===== config.mk =====
export PLATFORM = sky130hd
export DESIGN_NAME = tcdm_stream_master
export DESIGN_NICKNAME = d
export VERILOG_FILES = /design/src/rtl/tcdm_master_pkg.sv /design/src/rtl/tcdm_rsp_fifo.sv /design/src/rtl/tcdm_stream_master.sv
export SDC_FILE = /design/constraint.sdc
export NUM_CORES = 1
export LEC_CHECK = 0
export CAP_MARGIN = 20
export CORE_UTILIZATION = 37
export CTS_BUF_LIST = sky130_fd_sc_hd__clkbuf_8
export CTS_CLUSTER_DIAMETER = 200
export DETAILED_ROUTE_END_ITERATION = 16
export HOLD_SLACK_MARGIN = 0.02
export PLACE_DENSITY = 0.83
export SLEW_MARGIN = 10
export SYNTH_ARGS = -nofsm -noshare
export SYNTH_HDL_FRONTEND = slang
export SYNTH_SLANG_ARGS = --single-unit

===== constraint.sdc =====
create_clock -name clk_i -period 3.7 [get_ports clk_i]
set_input_delay 1.11 -clock clk_i [delete_from_list [all_inputs] [get_ports clk_i]]
set_output_delay 1.11 -clock clk_i [all_outputs]
set_load 0.03 [all_outputs]

===== src/rtl/tcdm_master_pkg.sv =====
// Shared types and width defaults for the TCDM stream master and its response FIFO.
package tcdm_master_pkg;

    localparam int unsigned TCDM_ADDR_WIDTH = 32;
    localparam int unsigned TCDM_DATA_WIDTH = 32;
    localparam int unsigned TCDM_BE_WIDTH   = TCDM_DATA_WIDTH / 8;

    typedef struct packed {
        logic [TCDM_ADDR_WIDTH-1:0] add;
        logic                       wen;
        logic [TCDM_BE_WIDTH-1:0]   be;
        logic [TCDM_DATA_WIDTH-1:0] data;
    } tcdm_cmd_t;

    typedef struct packed {
        logic [TCDM_DATA_WIDTH-1:0] data;
    } tcdm_rsp_t;

    // A depth-1 FIFO still needs a one-bit pointer to stay legal.
    function automatic int unsigned ptr_width(input int unsigned depth);
        return (depth > 1) ? $clog2(depth) : 1;
    endfunction

endpackage


===== src/rtl/tcdm_rsp_fifo.sv =====
// Flop-based first-word-fall-through FIFO holding captured TCDM read data until consumed.
module tcdm_rsp_fifo
    import tcdm_master_pkg::*;
#(
    parameter int unsigned DEPTH = 2,
    parameter int unsigned WIDTH = 32,
    localparam int unsigned PTR_W = ptr_width(DEPTH),
    localparam int unsigned CNT_W = $clog2(DEPTH + 1)
) (
    input  logic             clk,
    input  logic             rst_n,
    input  logic             clear,
    input  logic             push,
    input  logic [WIDTH-1:0] push_data,
    input  logic             pop,
    output logic [WIDTH-1:0] pop_data,
    output logic [CNT_W-1:0] count,
    output logic             empty,
    output logic             full
);

    logic [WIDTH-1:0] mem [DEPTH];
    logic [PTR_W-1:0] wr_ptr;
    logic [PTR_W-1:0] rd_ptr;
    logic             do_pop;

    function automatic logic [PTR_W-1:0] next_ptr(input logic [PTR_W-1:0] ptr);
        return (ptr == PTR_W'(DEPTH - 1)) ? '0 : ptr + PTR_W'(1);
    endfunction

    assign empty    = (count == '0);
    assign full     = (count == CNT_W'(DEPTH));
    assign do_pop   = pop & ~empty;
    assign pop_data = mem[rd_ptr];

    // Clear wins over push and pop so a pending capture can never reappear afterwards.
    always_ff @(posedge clk or negedge rst_n) begin
        if (!rst_n) begin
            wr_ptr <= '0;
            rd_ptr <= '0;
            count  <= '0;
        end else if (clear) begin
            wr_ptr <= '0;
            rd_ptr <= '0;
            count  <= '0;
        end else begin
            if (push) begin
                wr_ptr <= next_ptr(wr_ptr);
            end
            if (do_pop) begin
                rd_ptr <= next_ptr(rd_ptr);
            end
            count <= count + CNT_W'(push) - CNT_W'(do_pop);
        end
    end

    always_ff @(posedge clk) begin
        if (push && !clear) begin
            mem[wr_ptr] <= push_data;
        end
    end

endmodule


===== src/rtl/tcdm_stream_master.sv =====
// Valid/ready command stream to TCDM req/gnt adapter; read data is credit-limited into a response FIFO.
module tcdm_stream_master
    import tcdm_master_pkg::*;
#(
    parameter int unsigned ADDR_WIDTH = TCDM_ADDR_WIDTH,
    parameter int unsigned DATA_WIDTH = TCDM_DATA_WIDTH,
    parameter int unsigned RSP_DEPTH  = 2,
    localparam int unsigned BE_WIDTH  = DATA_WIDTH / 8,
    localparam int unsigned CNT_W     = $clog2(RSP_DEPTH + 1),
    localparam int unsigned OCC_W     = CNT_W + 1
) (
    input  logic                  clk_i,
    input  logic                  rst_ni,
    input  logic                  clear_i,
    input  logic                  cmd_valid_i,
    output logic                  cmd_ready_o,
    input  logic [ADDR_WIDTH-1:0] cmd_add_i,
    input  logic                  cmd_wen_i,
    input  logic [BE_WIDTH-1:0]   cmd_be_i,
    input  logic [DATA_WIDTH-1:0] cmd_data_i,
    output logic                  tcdm_req_o,
    input  logic                  tcdm_gnt_i,
    output logic [ADDR_WIDTH-1:0] tcdm_add_o,
    output logic                  tcdm_wen_o,
    output logic [BE_WIDTH-1:0]   tcdm_be_o,
    output logic [DATA_WIDTH-1:0] tcdm_data_o,
    input  logic [DATA_WIDTH-1:0] tcdm_r_data_i,
    output logic                  rsp_valid_o,
    input  logic                  rsp_ready_i,
    output logic [DATA_WIDTH-1:0] rsp_data_o,
    output logic                  busy_o
);

    logic             rd_pending_q;
    logic             rd_granted;
    logic [CNT_W-1:0] fifo_count;
    logic             fifo_empty;
    logic             fifo_full;
    logic [OCC_W-1:0] in_flight;
    logic             has_credit;

    // Every read either waits in the FIFO or is one cycle from landing there; both use a slot.
    assign in_flight  = OCC_W'(fifo_count) + OCC_W'(rd_pending_q);
    assign has_credit = in_flight < OCC_W'(RSP_DEPTH);

    assign tcdm_req_o  = cmd_valid_i & (~cmd_wen_i | has_credit);
    assign cmd_ready_o = tcdm_req_o & tcdm_gnt_i;
    assign rd_granted  = cmd_ready_o & cmd_wen_i;

    assign tcdm_add_o  = cmd_add_i;
    assign tcdm_wen_o  = cmd_wen_i;
    assign tcdm_be_o   = cmd_be_i;
    assign tcdm_data_o = cmd_data_i;

    always_ff @(posedge clk_i or negedge rst_ni) begin
        if (!rst_ni) begin
            rd_pending_q <= 1'b0;
        end else if (clear_i) begin
            rd_pending_q <= 1'b0;
        end else begin
            rd_pending_q <= rd_granted;
        end
    end

    tcdm_rsp_fifo #(
        .DEPTH (RSP_DEPTH),
        .WIDTH (DATA_WIDTH)
    ) i_rsp_fifo (
        .clk       (clk_i),
        .rst_n     (rst_ni),
        .clear     (clear_i),
        .push      (rd_pending_q),
        .push_data (tcdm_r_data_i),
        .pop       (rsp_valid_o & rsp_ready_i),
        .pop_data  (rsp_data_o),
        .count     (fifo_count),
        .empty     (fifo_empty),
        .full      (fifo_full)
    );

    assign rsp_valid_o = ~fifo_empty;
    assign busy_o      = rd_pending_q | (fifo_count != '0);

    always_ff @(posedge clk_i) begin
        if (rst_ni) begin
            assert (in_flight <= OCC_W'(RSP_DEPTH));
            assert (!(rd_pending_q && fifo_full && !clear_i));
        end
    end

endmodule


==> out/metrics.cfg, run 1 <==
[timing]
hold_viol = 0
slew_viol_final = 0
tightest_slew_ns = 0.369
setup_ws_ns = 0.129
fin_setup_tns_ns = 0
fin_skew_ns = 0.00661
max_slew_margin_pct = 75.3
rsz0062_at_grt = no
fin_crit_ns = 3.57
setup_viol = 0
fmax_mhz = 280
fin_crit_sh_pct = 96.5

[critical_path]
worstSetupStartpointType = primary input
cp-end-kind = primary output
cp_num_buf_inv = 2
timing.rr.start = i_rsp_fifo.count[0]$_DFF_PN0_
r2r_cells = 6
r2r_end = i_rsp_fifo.count[1]$_DFF_PN0_
cpLargestDelayFamily = buffers and inverters
crit_top_cell = clkdlybuf4s50_1
worstPathRequired_ns = 2.59
worst_path_largest_cell_delay_ns = 0.68
cp.arrival_ns = 2.46
cpMaxStageDelayCell = clkdlybuf4s50_1
cp_max_fo = 2
critical_path_class = primary input to primary output
crit_chain = clkdlybuf4s50_1 -> nand2_1 -> a21oi_1 -> clkdlybuf4s50_1
reg2reg_slack_ns = 2.23

[yosys]
avgSynthCellArea_um2 = 16.0
synth_cells = 197
synth_top_area_share_pct = 61.0
ys_seq_elements = 69
ys_types = 24
synth_edf_count = 64
ys_warn_count = 0
yosys-top-cells-count = 69 x buf_4, 64 x edfxtp_1, 31 x mux2_2
synth_area_um2 = 3150
syn_nets = 306
synth_flop_cell = edfxtp_1
synthArstFlopShare_pct = 7.25
synth.area.top_cells = edfxtp_1 61%, buf_4 16%, mux2_2 11%
yosysTopAreaCell = edfxtp_1
yosysMostFrequentCell = buf_4
ys_seq_area_share_pct = 64.9

[cts]
clk_pin_slew_worst_paths_ns = 0.07
postCtsHoldBufs = 0
clock_sinks = 69
cts_tree = built
htree_levels = 3
root_buffer = clkbuf_8
post-cts-setup-buffers = 0
ctsResizeCount = 0
clock_latency_ns = 0.34
clk_path_buf_depth = 2
cts_buffers = 9

[global_routing]
gr-total-overflow = 0
grt_max_degree = 21
grt_pass1_wl_um = 8510
grt_use_total_pct = 13.7
antenna_found_initial = 0
grt_pass1_vias = 1622

[hold_path]
hold_path_class = register to register
min-delay-start = i_rsp_fifo.wr_ptr$_DFFE_PN0P_
hold_end = i_rsp_fifo.wr_ptr$_DFFE_PN0P_
whs_path_depth = 2

[power]
vdd_ir_drop_max_uv = 316
p_per_area_nw_per_um2 = 595
total_power_mw = 2.23
leakagePower_nw = 1.31

[floorplan]
die_y_um = 94.3
fp.coreArea_um2 = 8220
dieArea_um2 = 8890
die_width_um = 94.3
pin_count = 212
std_cell_rows = 33
initial_utilization_pct = 38.4

[drt]
totalWireLength_um = 5930
drc = 0
via_per_inst = 4.63
drt_first_pass_iters = 3
drt_iter0_markers = 62
ant_nets = 0
vias = 1511
routedWlPerCell_um = 18.2

[cells_and_area]
drive_gt1_share_pct = 25.3
antenna_cells = 0
multiInputGateArea_um2 = 538
fillers = 688
nets = 325
seqCellArea_um2 = 2050
syn_to_final_growth_pct = 18.8

[job]
maxCapViolCount = 0

[placement]
routabilityCongestion = 0.691
dp_hpwl_um = 4430
port_buffers = 75
pre_cts_ws_ns = 0.129

[outcome]
status = completed

[worst max path at each step]
stage           startpoint     endpoint  slack, ns  cells past startpoint
6_report       cmd_valid_i  cmd_ready_o       0.13                      4
2_1_floorplan  cmd_valid_i   tcdm_req_o       0.76                      1
3_5_place_dp   cmd_valid_i  cmd_ready_o       0.13                      4
5_1_grt        cmd_valid_i  cmd_ready_o      0.004                      4
4_1_cts        cmd_valid_i  cmd_ready_o       0.11                      4
3_3_place_gp   cmd_valid_i  cmd_ready_o       0.15                      4
[power by group]
| part | leakage, nW | total, mW | switching, mW | internal [mW] |
|---|---|---|---|---|
| Sequential | 0.645 | 0.880 | 0.0101 | 0.870 |
| Combinational | 0.552 | 0.677 | 0.347 | 0.331 |
| Clock | 0.112 | 0.672 | 0.288 | 0.384 |
[placed cells by master, fill, tap and decap left out, drive strengths merged]
| cell | instances |
|---|---|
| xnor3 | 1 |
| or2 | 1 |
| clkinvlp | 1 |
| xnor2 | 1 |
| buf | 6 |
| mux2 | 33 |
| bufinv | 2 |
| ha | 2 |
| o21a | 1 |
| clkbuf | 9 |
| clkdlybuf4s50 | 75 |
| nor2 | 3 |
| a21o | 1 |
| nor4 | 1 |
| nor2b | 1 |
| and3b | 1 |
| a21oi | 1 |
| or3 | 1 |
| nor3b | 1 |
| dfrtp | 5 |
| nand2 | 1 |
| and2b | 1 |
| edfxtp | 64 |
| a21boi | 1 |
| inv | 7 |
[metal layers]
layer	part of all wire [%]	vias up	global-route usage, %
met1	32	701	12.8
met3	14	25	8.58
li1	-	671	-
met5	0	-	0
met4	4.2	0	8.59
met2	50	114	22.2
[final cells by class]
| type | instances | share of cell area [%] |
|---|---|---|
| repair buffers | 81 | 21.2 |
| clock inverters | 7 | 2.61 |
| inverters | 3 | 0.301 |
| clock buffers | 9 | 3.31 |
| multi-input cells | 52 | 14.4 |
| well taps | 105 | 3.51 |
| flip-flops and latches | 69 | 54.7 |
[per-stage QoR]
step	area [µm²]	hold slack (ns)	cells	util, %
after detailed placement	3520	0.605	310	42.9
after CTS	3740	0.626	326	45.6
after global routing	3740	0.669	326	45.6
after global placement	3520	0.587	310	42.9
after floorplan	3160	0.535	197	-
final	3740	0.611	326	45.6
[kinds of logic after synthesis]
family	Yosys count	share of synthesized area [%]
buf+inv	76	18.3
flops	69	64.9
mux	33	12.0
simple gates	11	2.03
compound gates	4	0.873
xor+xnor	2	0.992
fa+ha+maj	2	0.794
[worst reg2reg max path: stages (launching register included)]
cell and delay [ns]:
dfrtp_1 0.42, o21a_1 0.22, ha_1 0.27, inv_1 0.04, ha_1 0.17, xnor3_1 0.19, nor2_1 0.04
[sequential cells by signal, indices dropped and copies added, names as in the netlist]
name               cells
i_rsp_fifo.wr_ptr      1
i_rsp_fifo.mem        64
i_rsp_fifo.count       2
rd_pending_q           1
i_rsp_fifo.rd_ptr      1
(Power assumes the default switching activity.)
==> run 2, diff against run 1 <==
--- a/config.mk
+++ b/config.mk
@@ -5,13 +5,15 @@
 export SDC_FILE = /design/constraint.sdc
 export NUM_CORES = 1
 export LEC_CHECK = 0
+export ABC_AREA = 1
 export CAP_MARGIN = 20
 export CORE_UTILIZATION = 37
 export CTS_BUF_LIST = sky130_fd_sc_hd__clkbuf_8
 export CTS_CLUSTER_DIAMETER = 200
 export DETAILED_ROUTE_END_ITERATION = 16
+export GPL_TIMING_DRIVEN = 1
 export HOLD_SLACK_MARGIN = 0.02
-export PLACE_DENSITY = 0.83
+export PLACE_DENSITY = 0.82
 export SLEW_MARGIN = 10
 export SYNTH_ARGS = -nofsm -noshare
 export SYNTH_HDL_FRONTEND = slang
==> run 2 against run 1 <==
Against the previous run:
- flip-flop and latch count did not move
- non-clock buffer count shrank 2
- critical path type unchanged
- count of clock-buffer cells in the layout unchanged
- via count is 24% higher
- critical path depth shrank 1
- wire length increased by 39%
- register-to-register slack worse by 0.03 ns
- clock power barely moved
- core utilization about the same
- highest routed layer unchanged
- clock skew is 0.0012 ns higher
==> out/metrics.cfg, run 2 <==
[yosys]
yosys-top-cells-count = 94 x nand2_1, 69 x buf_4, 64 x edfxtp_1
ys_seq_area_share_pct = 63.2
ys_warn_count = 0
yosysMostFrequentCell = nand2_1
synth.area.top_cells = edfxtp_1 59%, buf_4 16%, nand2_1 11%
yosysTopAreaCell = edfxtp_1
synth_flop_cell = edfxtp_1
avgSynthCellArea_um2 = 11.6
synthArstFlopShare_pct = 7.25
ys_types = 16
ys_seq_elements = 69
synth_cells = 280
synth_area_um2 = 3240
synth_top_area_share_pct = 59.3
synth_edf_count = 64
syn_nets = 389

[floorplan]
fp.coreArea_um2 = 8340
std_cell_rows = 33
pin_count = 212
initial_utilization_pct = 38.9
die_y_um = 95.6
dieArea_um2 = 9140
die_width_um = 95.6

[critical_path]
cp_max_fo = 2
worstPathRequired_ns = 2.59
cp-end-kind = primary output
critical_path_class = primary input to primary output
crit_chain = clkdlybuf4s50_1 -> a21boi_0 -> clkdlybuf4s50_1
worst_path_largest_cell_delay_ns = 0.70
worstSetupStartpointType = primary input
crit_top_cell = clkdlybuf4s50_1
cp.arrival_ns = 2.50
cpMaxStageDelayCell = clkdlybuf4s50_1

[cts]
clock_sinks = 69
postCtsHoldBufs = 0
ctsResizeCount = 0
cts_tree = built
root_buffer = clkbuf_8
clock_latency_ns = 0.33
clk_path_buf_depth = 2
clk_pin_slew_worst_paths_ns = 0.08
post-cts-setup-buffers = 0
htree_levels = 3
cts_buffers = 9

[global_routing]
grt_pass1_wl_um = 11100
grt_use_total_pct = 17.6
grt_max_degree = 34
antenna_found_initial = 0
gr-total-overflow = 0
grt_pass1_vias = 1876

[timing]
fin_skew_ns = 0.00785
rsz0062_at_grt = no
max_slew_margin_pct = 70.0
tightest_slew_ns = 0.449
fin_crit_ns = 3.61
setup_viol = 0
fin_setup_tns_ns = 0
slew_viol_final = 0
fmax_mhz = 277
fin_crit_sh_pct = 97.5
hold_viol = 0

[power]
pwr-share-clk_pct = 29.5
p_sw_uw = 751
total_power_mw = 2.28
vdd_ir_drop_max_uv = 335
p_comb_share_pct = 31.6
pwr-share-seq_pct = 38.9
internal_power_mw = 1.53
sw_frac_of_total_pct = 32.9
leakagePower_nw = 1.46
p_per_area_nw_per_um2 = 600

[drt]
drt_iter0_markers = 94
routedWlPerCell_um = 20.4
vias = 1867
ant_nets = 0
via_per_inst = 4.62
drc = 0
totalWireLength_um = 8260
drt_first_pass_iters = 4

[cells_and_area]
syn_to_final_growth_pct = 17.3
nets = 403
fillers = 741
final_cell_mix = 94 x nand2_1, 75 x clkdlybuf4s50_1, 64 x edfxtp_1, 15 x nand2_2, 9 x clkbuf_8
mostFrequentLayoutCell = nand2_1
reg.largest.list = i_rsp_fifo.mem x64, i_rsp_fifo.count x2
seqCellArea_um2 = 2050
fin_util_pct = 45.6
antenna_cells = 0
drive_gt1_share_pct = 13.4
fin_area_um2 = 3800
largest_reg_flops = 64
multiInputGateArea_um2 = 547
regMostFlops = i_rsp_fifo.mem

[placement]
port_buffers = 75
routabilityCongestion = 0.751
placed_area_um2 = 3580
dp_hpwl_um = 6490

[hold_path]
hold_path_class = register to register

[job]
maxCapViolCount = 0

[outcome]
status = completed

[run 2: cell count changes in the layout (fill, tap and decap cells not counted), moves of 4 or more]
cell,change
nand2_2,+15
nand2_1,+93
buf_4,-4
nand3_1,+5
mux2_2,-31
inv_1,+4
[run 2: final timing paths]
kind	startpoint	endpoint	slack (ns)	depth (start not counted)
max in group asynchronous	rst_ni	i_rsp_fifo.rd_ptr$_DFFE_PN0P_	2.45	1
min	i_rsp_fifo.wr_ptr$_DFFE_PN0P_	i_rsp_fifo.wr_ptr$_DFFE_PN0P_	0.61	1
max	cmd_valid_i	tcdm_req_o	0.09	3
min reg2reg	i_rsp_fifo.wr_ptr$_DFFE_PN0P_	i_rsp_fifo.wr_ptr$_DFFE_PN0P_	0.61	1
min in group asynchronous	rst_ni	i_rsp_fifo.count[0]$_DFF_PN0_	1.02	1
max reg2reg	rd_pending_q$_DFF_PN0_	i_rsp_fifo.mem[1][15]$_DFFE_PP_	2.20	3
[run 2: cell families (layout without fill, tap and decap cells)]
family,after synthesis,after routing,synth area share [%]
AO/OA/AOI/OAI,2,2,0.386
adder cells (fa/ha/maj),2,2,0.772
buffers and inverters,87,106,20.4
flip-flops,69,69,63.2
AND/OR/NAND/NOR,120,120,15.3
[run 2: power groups by stage]
stage	Combinational [mW]	Clock (mW)	Sequential, mW
after detailed placement	0.722	0	0.904
after global routing	0.771	0.717	0.888
after CTS	0.727	0.686	0.887
final	0.720	0.674	0.886
after floorplan	0.614	0	0.893
after global placement	0.714	0	0.904
[run 2: metal layers]
metal | routed length, µm | GRT usage (%) | share of wire, %
met1 | 2270 | 15.4 | 27
met2 | 4170 | 30.2 | 50
met3 | 1610 | 12.7 | 20
met4 | 207 | 7.96 | 2.5
met5 | 0 | 0 | 0
[run 2: per-stage QoR]
step | cells | hold WS [ns] | worst slack, ns
after global routing | 404 | 0.661 | 0.0184
after CTS | 404 | 0.614 | 0.0759
after detailed placement | 388 | 0.604 | 0.0795
after floorplan | 280 | 0.481 | 0.606
final | 404 | 0.607 | 0.0913
after global placement | 388 | 0.561 | 0.160
[run 2: cell type report]
class	instances	share of cell area, %
Clock buffer	9	3.26
Clock inverter	7	2.60
Inverter	11	1.28
Multi-Input combinational cell	124	14.4
Sequential cell	69	53.8
Tap cell	105	3.46
Timing Repair Buffer	79	21.2
[run 2: worst max-delay path: cells and delay by family]
kind / cells / cell delay [ns]
compound gates: 1 / 0.20
buf+inv: 2 / 1.18
